## src/rtl/outbound_fifo_pkg.sv

```systemverilog
// Shared sizing defaults for the outbound-port FIFO controller.
package outbound_fifo_pkg;
  localparam int DEF_DATA_WIDTH    = 32;
  localparam int DEF_ADDR_WIDTH    = 7;
  localparam int DEPTH             = 2 ** DEF_ADDR_WIDTH;
  localparam int CNT_WIDTH         = DEF_ADDR_WIDTH + 2;
  localparam int DEF_AFULL_THRESH  = 120;
  localparam int DEF_AEMPTY_THRESH = 4;
endpackage

```

## src/rtl/fwft_out_stage.sv

```systemverilog
// Two-entry head/skid buffer behind the RAM read port; q is the head word.
// A load into a full stage cannot occur because reads are only issued when a slot is free.
module fwft_out_stage
  import outbound_fifo_pkg::*;
#(
  parameter int DATA_WIDTH = DEF_DATA_WIDTH
) (
  input  logic                  clk,
  input  logic                  reset,
  input  logic                  load,
  input  logic [DATA_WIDTH-1:0] load_data,
  input  logic                  pop,
  output logic [DATA_WIDTH-1:0] q,
  output logic [1:0]            out_cnt
);
  logic [DATA_WIDTH-1:0] head;
  logic [DATA_WIDTH-1:0] skid;

  always_ff @(posedge clk) begin
    if (reset) begin
      head    <= '0;
      skid    <= '0;
      out_cnt <= 2'd0;
    end else begin
      case (out_cnt)
        2'd0: begin
          if (load) begin
            head    <= load_data;
            out_cnt <= 2'd1;
          end
        end
        2'd1: begin
          if (pop && load) begin
            head <= load_data;
          end else if (pop) begin
            out_cnt <= 2'd0;
          end else if (load) begin
            skid    <= load_data;
            out_cnt <= 2'd2;
          end
        end
        default: begin
          if (pop) begin
            head <= skid;
            if (load) skid <= load_data;
            else      out_cnt <= 2'd1;
          end
        end
      endcase
    end
  end

  assign q = head;
endmodule

```

## src/rtl/outbound_fifo_ctrl.sv

```systemverilog
// Outbound-port FIFO controller: drives the LSRAM wrapper and presents an FWFT head word.
// Push-to-Q latency is two edges into an empty FIFO; full-rate pops while the RAM holds data.
module outbound_fifo_ctrl
  import outbound_fifo_pkg::*;
#(
  parameter int DATA_WIDTH    = DEF_DATA_WIDTH,
  parameter int ADDR_WIDTH    = DEF_ADDR_WIDTH,
  parameter int AFULL_THRESH  = DEF_AFULL_THRESH,
  parameter int AEMPTY_THRESH = DEF_AEMPTY_THRESH
) (
  input  logic                  CLOCK,
  input  logic                  RESET,
  input  logic                  WE,
  input  logic [DATA_WIDTH-1:0] DATA,
  input  logic                  RE,
  output logic [DATA_WIDTH-1:0] Q,
  output logic                  FULL,
  output logic                  AFULL,
  output logic                  EMPTY,
  output logic                  AEMPTY,
  output logic [ADDR_WIDTH+1:0] WRCNT,
  output logic                  OVERFLOW,
  output logic                  UNDERFLOW,
  output logic [ADDR_WIDTH-1:0] RAM_WADDR,
  output logic                  RAM_WEN,
  output logic [DATA_WIDTH-1:0] RAM_WDATA,
  output logic [ADDR_WIDTH-1:0] RAM_RADDR,
  output logic                  RAM_REN,
  input  logic [DATA_WIDTH-1:0] RAM_RDATA
);
  localparam int CW = ADDR_WIDTH + 2;
  localparam logic [ADDR_WIDTH:0] RAM_DEPTH = {1'b1, {ADDR_WIDTH{1'b0}}};

  logic [ADDR_WIDTH-1:0] wptr;
  logic [ADDR_WIDTH-1:0] rptr;
  logic [ADDR_WIDTH:0]   ram_cnt;
  logic                  rd_pend;
  logic [1:0]            out_cnt;
  logic                  accept;
  logic                  pop;
  logic                  issue;
  logic [2:0]            out_need;

  assign accept   = WE & ~FULL;
  assign pop      = RE & ~EMPTY;
  // Output slots still committed after this cycle; a new read needs one of the two free.
  assign out_need = {1'b0, out_cnt} + {2'b00, rd_pend} - {2'b00, pop};
  assign issue    = (ram_cnt != '0) && (out_need < 3'd2);

  assign FULL   = (ram_cnt == RAM_DEPTH);
  assign EMPTY  = (out_cnt == 2'd0);
  assign WRCNT  = {1'b0, ram_cnt} + {{(CW-1){1'b0}}, rd_pend} + {{(CW-2){1'b0}}, out_cnt};
  assign AFULL  = (WRCNT >= CW'(AFULL_THRESH));
  assign AEMPTY = (WRCNT <= CW'(AEMPTY_THRESH));

  assign RAM_WEN   = accept;
  assign RAM_WADDR = wptr;
  assign RAM_WDATA = DATA;
  assign RAM_REN   = issue;
  assign RAM_RADDR = rptr;

  always_ff @(posedge CLOCK) begin
    if (RESET) begin
      wptr      <= '0;
      rptr      <= '0;
      ram_cnt   <= '0;
      rd_pend   <= 1'b0;
      OVERFLOW  <= 1'b0;
      UNDERFLOW <= 1'b0;
    end else begin
      if (accept) wptr <= wptr + ADDR_WIDTH'(1);
      if (issue)  rptr <= rptr + ADDR_WIDTH'(1);
      case ({accept, issue})
        2'b10:   ram_cnt <= ram_cnt + (ADDR_WIDTH+1)'(1);
        2'b01:   ram_cnt <= ram_cnt - (ADDR_WIDTH+1)'(1);
        default: ;
      endcase
      rd_pend   <= issue;
      OVERFLOW  <= WE & FULL;
      UNDERFLOW <= RE & EMPTY;
    end
  end

  fwft_out_stage #(.DATA_WIDTH(DATA_WIDTH)) u_out_stage (
    .clk       (CLOCK),
    .reset     (RESET),
    .load      (rd_pend),
    .load_data (RAM_RDATA),
    .pop       (pop),
    .q         (Q),
    .out_cnt   (out_cnt)
  );
endmodule

```

## config.mk

```make
export PLATFORM = sky130hd
export DESIGN_NAME = outbound_fifo_ctrl
export DESIGN_NICKNAME = d
export VERILOG_FILES = /design/src/rtl/outbound_fifo_pkg.sv /design/src/rtl/fwft_out_stage.sv /design/src/rtl/outbound_fifo_ctrl.sv
export SDC_FILE = /design/constraint.sdc
export NUM_CORES = 1
export LEC_CHECK = 0
export BUFFER_PORTS_ARGS = -buffer_cell sky130_fd_sc_hd__clkbuf_2
export CAP_MARGIN = 15
export CORE_MARGIN = 2
export CORE_UTILIZATION = 44
export DETAILED_ROUTE_END_ITERATION = 6
export PLACE_DENSITY_LB_ADDON = 0.1
export SLEW_MARGIN = 0
export SYNTH_ARGS = -nofsm -noshare
export SYNTH_HDL_FRONTEND = slang
export SYNTH_SLANG_ARGS = --single-unit
```

## constraint.sdc

```tcl
create_clock -name CLOCK -period 5.63 [get_ports CLOCK]
set_input_delay 0.2815 -clock CLOCK [delete_from_list [all_inputs] [get_ports CLOCK]]
set_output_delay 0.2815 -clock CLOCK [all_outputs]
set_load 0.005 [all_outputs]
```

; Word-level counts from Yosys, hierarchy flattened
; Cells that the tools add are included.
[totals]
out_inout_bits = 95
word_cells = 63
n_memories = 0
input_bits = 68
reg_bits = 91
mem_bits_rw = 0
latch_bits = 0
mem_bits_ro = 0
[classes]
bitwise_logic = 6
n_mux = 17
eq_ne = 10
n_addsub = 8
shifts = 0
div = 0
n_reduce_logical = 10
multipliers = 0
order_cmp = 3
[op_table]
columns = operator, n
row1 = 32-bit two-way mux, 7
row2 = 32-bit case mux with 2 select lines, 2
row3 = 8-bit case mux with 2 select lines, 1
row4 = "7-bit by 1-bit adder with 7-bit output, second input constant", 2
row5 = 2-bit two-way mux, 6
row6 = 8-bit by 1-bit adder with 9-bit output, 1
row7 = 9-bit by 2-bit adder with 9-bit output, 1
row8 = "9-bit by 7-bit >= comparator with 1-bit output, second input constant", 1
row9 = "9-bit by 3-bit <= comparator with 1-bit output, second input constant", 1
row10 = "8-bit by 1-bit adder with 8-bit output, second input constant", 1
row11 = "8-bit equality test, second input constant", 1
row12 = 8-bit nonzero test, 1
row13 = "8-bit by 1-bit subtractor with 8-bit output, second input constant", 1
row14 = 5-bit AND reduction, 1
row15 = 1-bit AND, 4
row16 = "2-bit by 1-bit equality test with 1-bit output, second input constant", 2
row17 = "2-bit by 1-bit != test with 1-bit output, second input constant", 2
row18 = "2-bit != test, second input constant", 2
row19 = 2-bit case mux with 2 select lines, 1
row20 = 4-bit AND reduction, 1
row21 = 2-bit nonzero test, 2
row22 = 2-bit by 1-bit adder with 3-bit output, 1
row23 = "3-bit by 2-bit < comparator with 1-bit output, second input constant", 1
row24 = "3-bit by 2-bit != test with 1-bit output, second input constant", 1
row25 = other kinds (8), 10

; Longest topological paths before layout
[depth]
word_depth = 8
depth_mapped = 16
mapped_depth_nobuf = 14

; Cells and area by module
; A second synthesis with hierarchy kept.
[unflattened]
cells_unflattened = 512
area_unflattened_um2 = 4976.0
[by_module_without_submodules]
columns = mod, cells_per_inst, area_each_um2, n_inst
row1 = fwft_out_stage, 302, 3173.0, 1
row2 = outbound_fifo_ctrl, 210, 1803.0, 1

; Worst setup path after synthesis
; No wires, ideal clock.
[synth_path]
path_type = register -> register
startpoint = reg u_out_stage.out_cnt[1]
endpoint = reg ram_cnt[7]
path_stages_with_launch = 16
path_buffers = 3
slack_ps = 1542
t_required_ps = 5496
setup_ps = 134
arrival_ps = 3954
cell_sequence = dfxtp_1 clkbuf_1 buf_2 and3_1 o21ai_0 fa_1 xnor2_1 o311a_1 buf_6 ha_1 ha_1 a21o_1 a21oi_1 o21ai_0 o221a_2 or4_1
[synth_between]
elab_chain_len = 8
[synth_lines]
columns = element, line_no
row1 = start: declaration, fwft_out_stage.sv:14  ; output logic [1:0] out_cnt
row2 = start signal: assignment, fwft_out_stage.sv:23  ; out_cnt <= 2'd0;
row3 = start signal: assignment, fwft_out_stage.sv:29  ; out_cnt <= 2'd1;
row4 = start signal: assignment, fwft_out_stage.sv:36  ; out_cnt <= 2'd0;
row5 = "parallel branches: the longest is 3 deep, another holds 2-bit by 1-bit adder with 3-bit output", -
row6 = 3-bit by 1-bit subtractor with 3-bit output *, outbound_fifo_ctrl.sv:47  ; assign out_need = {1'b0, out_cnt} + {2'b00, rd_pend} - {2'b00, pop};
row7 = 3-bit by 2-bit < comparator with 1-bit output *, outbound_fifo_ctrl.sv:48  ; assign issue = (ram_cnt != '0) && (out_need < 3'd2);
row8 = 1-bit logical AND *, outbound_fifo_ctrl.sv:48
row9 = net RAM_REN, outbound_fifo_ctrl.sv:28  ; output logic RAM_REN,
row10 = 2-bit by 1-bit equality test with 1-bit output or 2-bit equality test (tied branches), outbound_fifo_ctrl.sv:73  ; case ({accept, issue})
row11 = 8-bit case mux with 2 select lines or 2-bit nonzero test (tied branches), -
row12 = end signal: assignment, outbound_fifo_ctrl.sv:74  ; 2'b10: ram_cnt <= ram_cnt + (ADDR_WIDTH+1)'(1);
row13 = end signal: assignment, outbound_fifo_ctrl.sv:75  ; 2'b01: ram_cnt <= ram_cnt - (ADDR_WIDTH+1)'(1);
row14 = end: declaration, outbound_fifo_ctrl.sv:36  ; logic [ADDR_WIDTH:0] ram_cnt;
; Mark *: on every way through the listed nets, which the timed path passes.
; A chain may end at the register's enable or synchronous reset.

; Final worst setup path
[layout_path]
startpoint = reg u_out_stage.out_cnt[0]
endpoint = reg ram_cnt[7]
[layout_between]
elab_chain_len = 8
[layout_lines]
columns = element, line_no
row1 = "parallel branches: the longest is 3 deep, another holds 2-bit by 1-bit adder with 3-bit output", -
row2 = 3-bit by 1-bit subtractor with 3-bit output *, outbound_fifo_ctrl.sv:47
row3 = 3-bit by 2-bit < comparator with 1-bit output *, outbound_fifo_ctrl.sv:48
row4 = 1-bit logical AND *, outbound_fifo_ctrl.sv:48
row5 = 2-bit by 1-bit equality test with 1-bit output or 2-bit equality test (tied branches), outbound_fifo_ctrl.sv:73
row6 = 8-bit case mux with 2 select lines or 2-bit nonzero test (tied branches), -
; Every way passes the cells marked *.

==> results.py <==
metrics = {
    "timing": {
        "setup_viol": 0,
        "fin_crit_sh_pct": 73.4,
        "slew_violations": 0,
        "fmax_mhz": 242,
        "rsz0062_at_grt": "no",
        "final.min_clock_period_ns": 4.13,
        "setup_tns_ns": 0,
        "worstMarginPinSlew_ns": 1.07,
        "hold_ws_ns": 0.156,
        "relSlewSlack_pct": 28.4,
        "skew_ns": 0.00906,
        "setup_ws_ns": 1.50,
        "finalHoldViolCount": 0,
    },
    "floorplanning": {
        "core-area_mm2": 0.00986,
        "num_rows": 36,
        "die_area_mm2": 0.0111,
        "die_w_um": 105,
        "ioPinCount": 163,
        "die_y_um": 105,
        "initial_core_util_pct": 45.8,
    },
    "finish": {
        "final_area_mm2": 0.00501,
        "diodes": 0,
        "final_nets": 657,
        "multi_input_area_mm2": 0.00226,
        "area_delta_synth_final_pct": 11.0,
        "fillers": 957,
        "drive_gt1_share_pct": 21.7,
        "final_util_pct": 50.8,
        "seq_area_mm2": 0.00182,
    },
    "yosys": {
        "synth_most_common_cell": "dfxtp_1",
        "syn-num-nets": 613,
        "synth_edf_count": 0,
        "synth_area_leaders": "dfxtp_1 (40%), mux2i_1 (7.8%), nand2_1 (6.8%), a211oi_1 (5.5%), buf_4 (5.5%)",
        "yosys_most_used_dff": "dfxtp_1",
        "yosysTopAreaCell": "dfxtp_1",
        "syn_avg_cell_area_um2": 8.52,
        "async_reset_ff_share_pct": 0,
        "synth-seq-cells": 91,
        "synthTopCellsByCount": "dfxtp_1 (91), nand2_1 (82), nor2_1 (55)",
        "netlist_area_mm2": 0.00451,
        "ys_seq_area_share_pct": 40.4,
        "ys_types": 47,
        "synth_top_cell_area_share_pct": 40.4,
        "synth_cells": 530,
        "ys_warn_count": 0,
    },
    "global_routing": {
        "track_usage_pct": 17.4,
        "grt_max_degree": 100,
        "antenna_found_initial": 0,
        "grt_first_pass_wirelength_um": 15900,
        "grt_pass1_vias": 3315,
        "overflow": 0,
    },
    "route": {
        "drc_errors": 0,
        "first_pass_iters": 4,
        "viasPerCell": 5.19,
        "vias": 3685,
        "ant_nets": 0,
        "wl_um": 9820,
        "first_iter_violations": 165,
        "wl_per_cell_um": 13.8,
    },
    "clock_tree": {
        "cts_setup_buffers": 0,
        "cts.sink_count": 91,
        "htreeDepth": 3,
        "clockRootBuffer": "clkbuf_8",
        "cts.clk_slew.worst_paths_ns": 0.09,
        "cts_tree": "done",
        "cts_buffer_depth": 2,
        "postCtsResizedCells": 0,
        "clk_latency_ns": 0.35,
        "cts_hold_buf": 0,
        "numCtsBuffers": 9,
    },
    "pwr": {
        "power.density_mw_per_mm2": 478,
        "p_clk_share_pct": 18.4,
        "seqPwrFrac_pct": 38.1,
        "sw_frac_of_total_pct": 38.8,
        "power.switching_uw": 928,
        "p_int_mw": 1.47,
        "ir_drop_v": 0.000184,
        "power.leakage_nw": 2.00,
        "combPwrFrac_pct": 43.5,
    },
    "outcome": {
        "status": "finished clean",
    },
    "critical_path": {
        "start_kind": "register",
        "critPathRequiredTime_ns": 5.86,
        "arrival_ns": 4.37,
        "cp_max_fo": 10,
        "rr_worst_depth": 13,
        "path_class": "reg2reg",
        "endpoint_kind": "register",
    },
    "flow_run": {
        "drv_cap": 0,
    },
    "min_path": {
        "hp-class": "in2reg",
        "whs_path_depth": 3,
    },
    "place": {
        "dp_slack_ns": 1.55,
        "dp_hpwl_um": 6510,
        "place_area_mm2": 0.00480,
        "gp_congestion": 0.804,
        "io_buffers": 98,
    },
}
-- layout by cell type, fill, tap and decap left out, types with 11 or more instances in the layout --
cell type and n:
a211oi_1 33, mux2i_1 35, nor2_1 55, xnor2_1 13, clkbuf_2 97, dfxtp_1 90
a21oi_1 45, ha_1 11, nand2_1 82
-- power groups by stage --
stage | logic [mW] | registers, mW | clock network (mW)
4_1_cts | 1.05 | 0.911 | 0.460
3_3_place_gp | 1.03 | 0.920 | 0
5_1_grt | 1.17 | 0.937 | 0.487
3_5_place_dp | 1.04 | 0.926 | 0
2_1_floorplan | 0.788 | 0.899 | 0
6_report | 1.04 | 0.912 | 0.440
-- cell type report --
cell class	count	share of cell area (%)
repair buffers	101	10.7
flip-flops and latches	91	36.4
clock inverters	4	1.02
multi-input cells	362	45.2
inverters	9	0.674
clock buffers	10	2.75
well taps	133	3.32
-- routing by layer --
layer	up-vias	track usage (%)	wire length [µm]	share of wire, %
met5	-	0	0	0
met4	0	5.62	94	0.96
met3	21	3.96	518	5.3
met2	100	26.2	4310	44
met1	1682	24.5	4900	50
li1	1882	-	-	-
-- cells by family after synthesis --
family,synth area share [%]
and+or+nand+nor,18.0
AOI/OAI and AO/OA,14.7
DFF,40.4
buffers and inverters,9.59
muxes,7.76
xor gates and xnor gates,4.46
adders and majority gates,5.04
-- state kept, by name, summed over array words and instances, names as in the netlist --
signal / cells
u_out_stage.q: 32
u_out_stage.skid: 32
ram_cnt: 8
RAM_RADDR: 7
RAM_WADDR: 7
u_out_stage.out_cnt: 2
OVERFLOW: 1
UNDERFLOW: 1
rd_pend: 1
-- final timing paths --
check | slack, ns | start | endpoint
hold reg to reg | 0.46 | u_out_stage.skid[1]$_SDFFE_PP0P_ | u_out_stage.skid[1]$_SDFFE_PP0P_
setup / recovery | 1.50 | u_out_stage.out_cnt[0]$_SDFFE_PP0P_ | ram_cnt[7]$_SDFFE_PP0P_
hold / removal | 0.16 | RAM_RDATA[20] | u_out_stage.skid[20]$_SDFFE_PP0P_
setup reg to reg | 1.50 | u_out_stage.out_cnt[0]$_SDFFE_PP0P_ | ram_cnt[7]$_SDFFE_PP0P_
-- stage by stage --
step                      power [mW]  instances
after floorplan                 1.69        530
after global placement          1.95        695
after detailed placement        1.97        695
after CTS                       2.42        709
after global routing            2.59        710
final                           2.39        710
-- worst max-delay path, stage by stage (launching register included) --
cell     delay, ns
dfxtp_1       0.41
inv_1         0.14
nor2_1        0.22
o21ai_0       0.13
fa_1          0.40
xnor2_1       0.14
o311a_1       0.44
ha_1          0.43
ha_1          0.30
a21o_1        0.18
a21oi_1       0.21
o21ai_0       0.19
o221a_2       0.32
or4_1         0.51
Power figures use the tool's default switching activity.
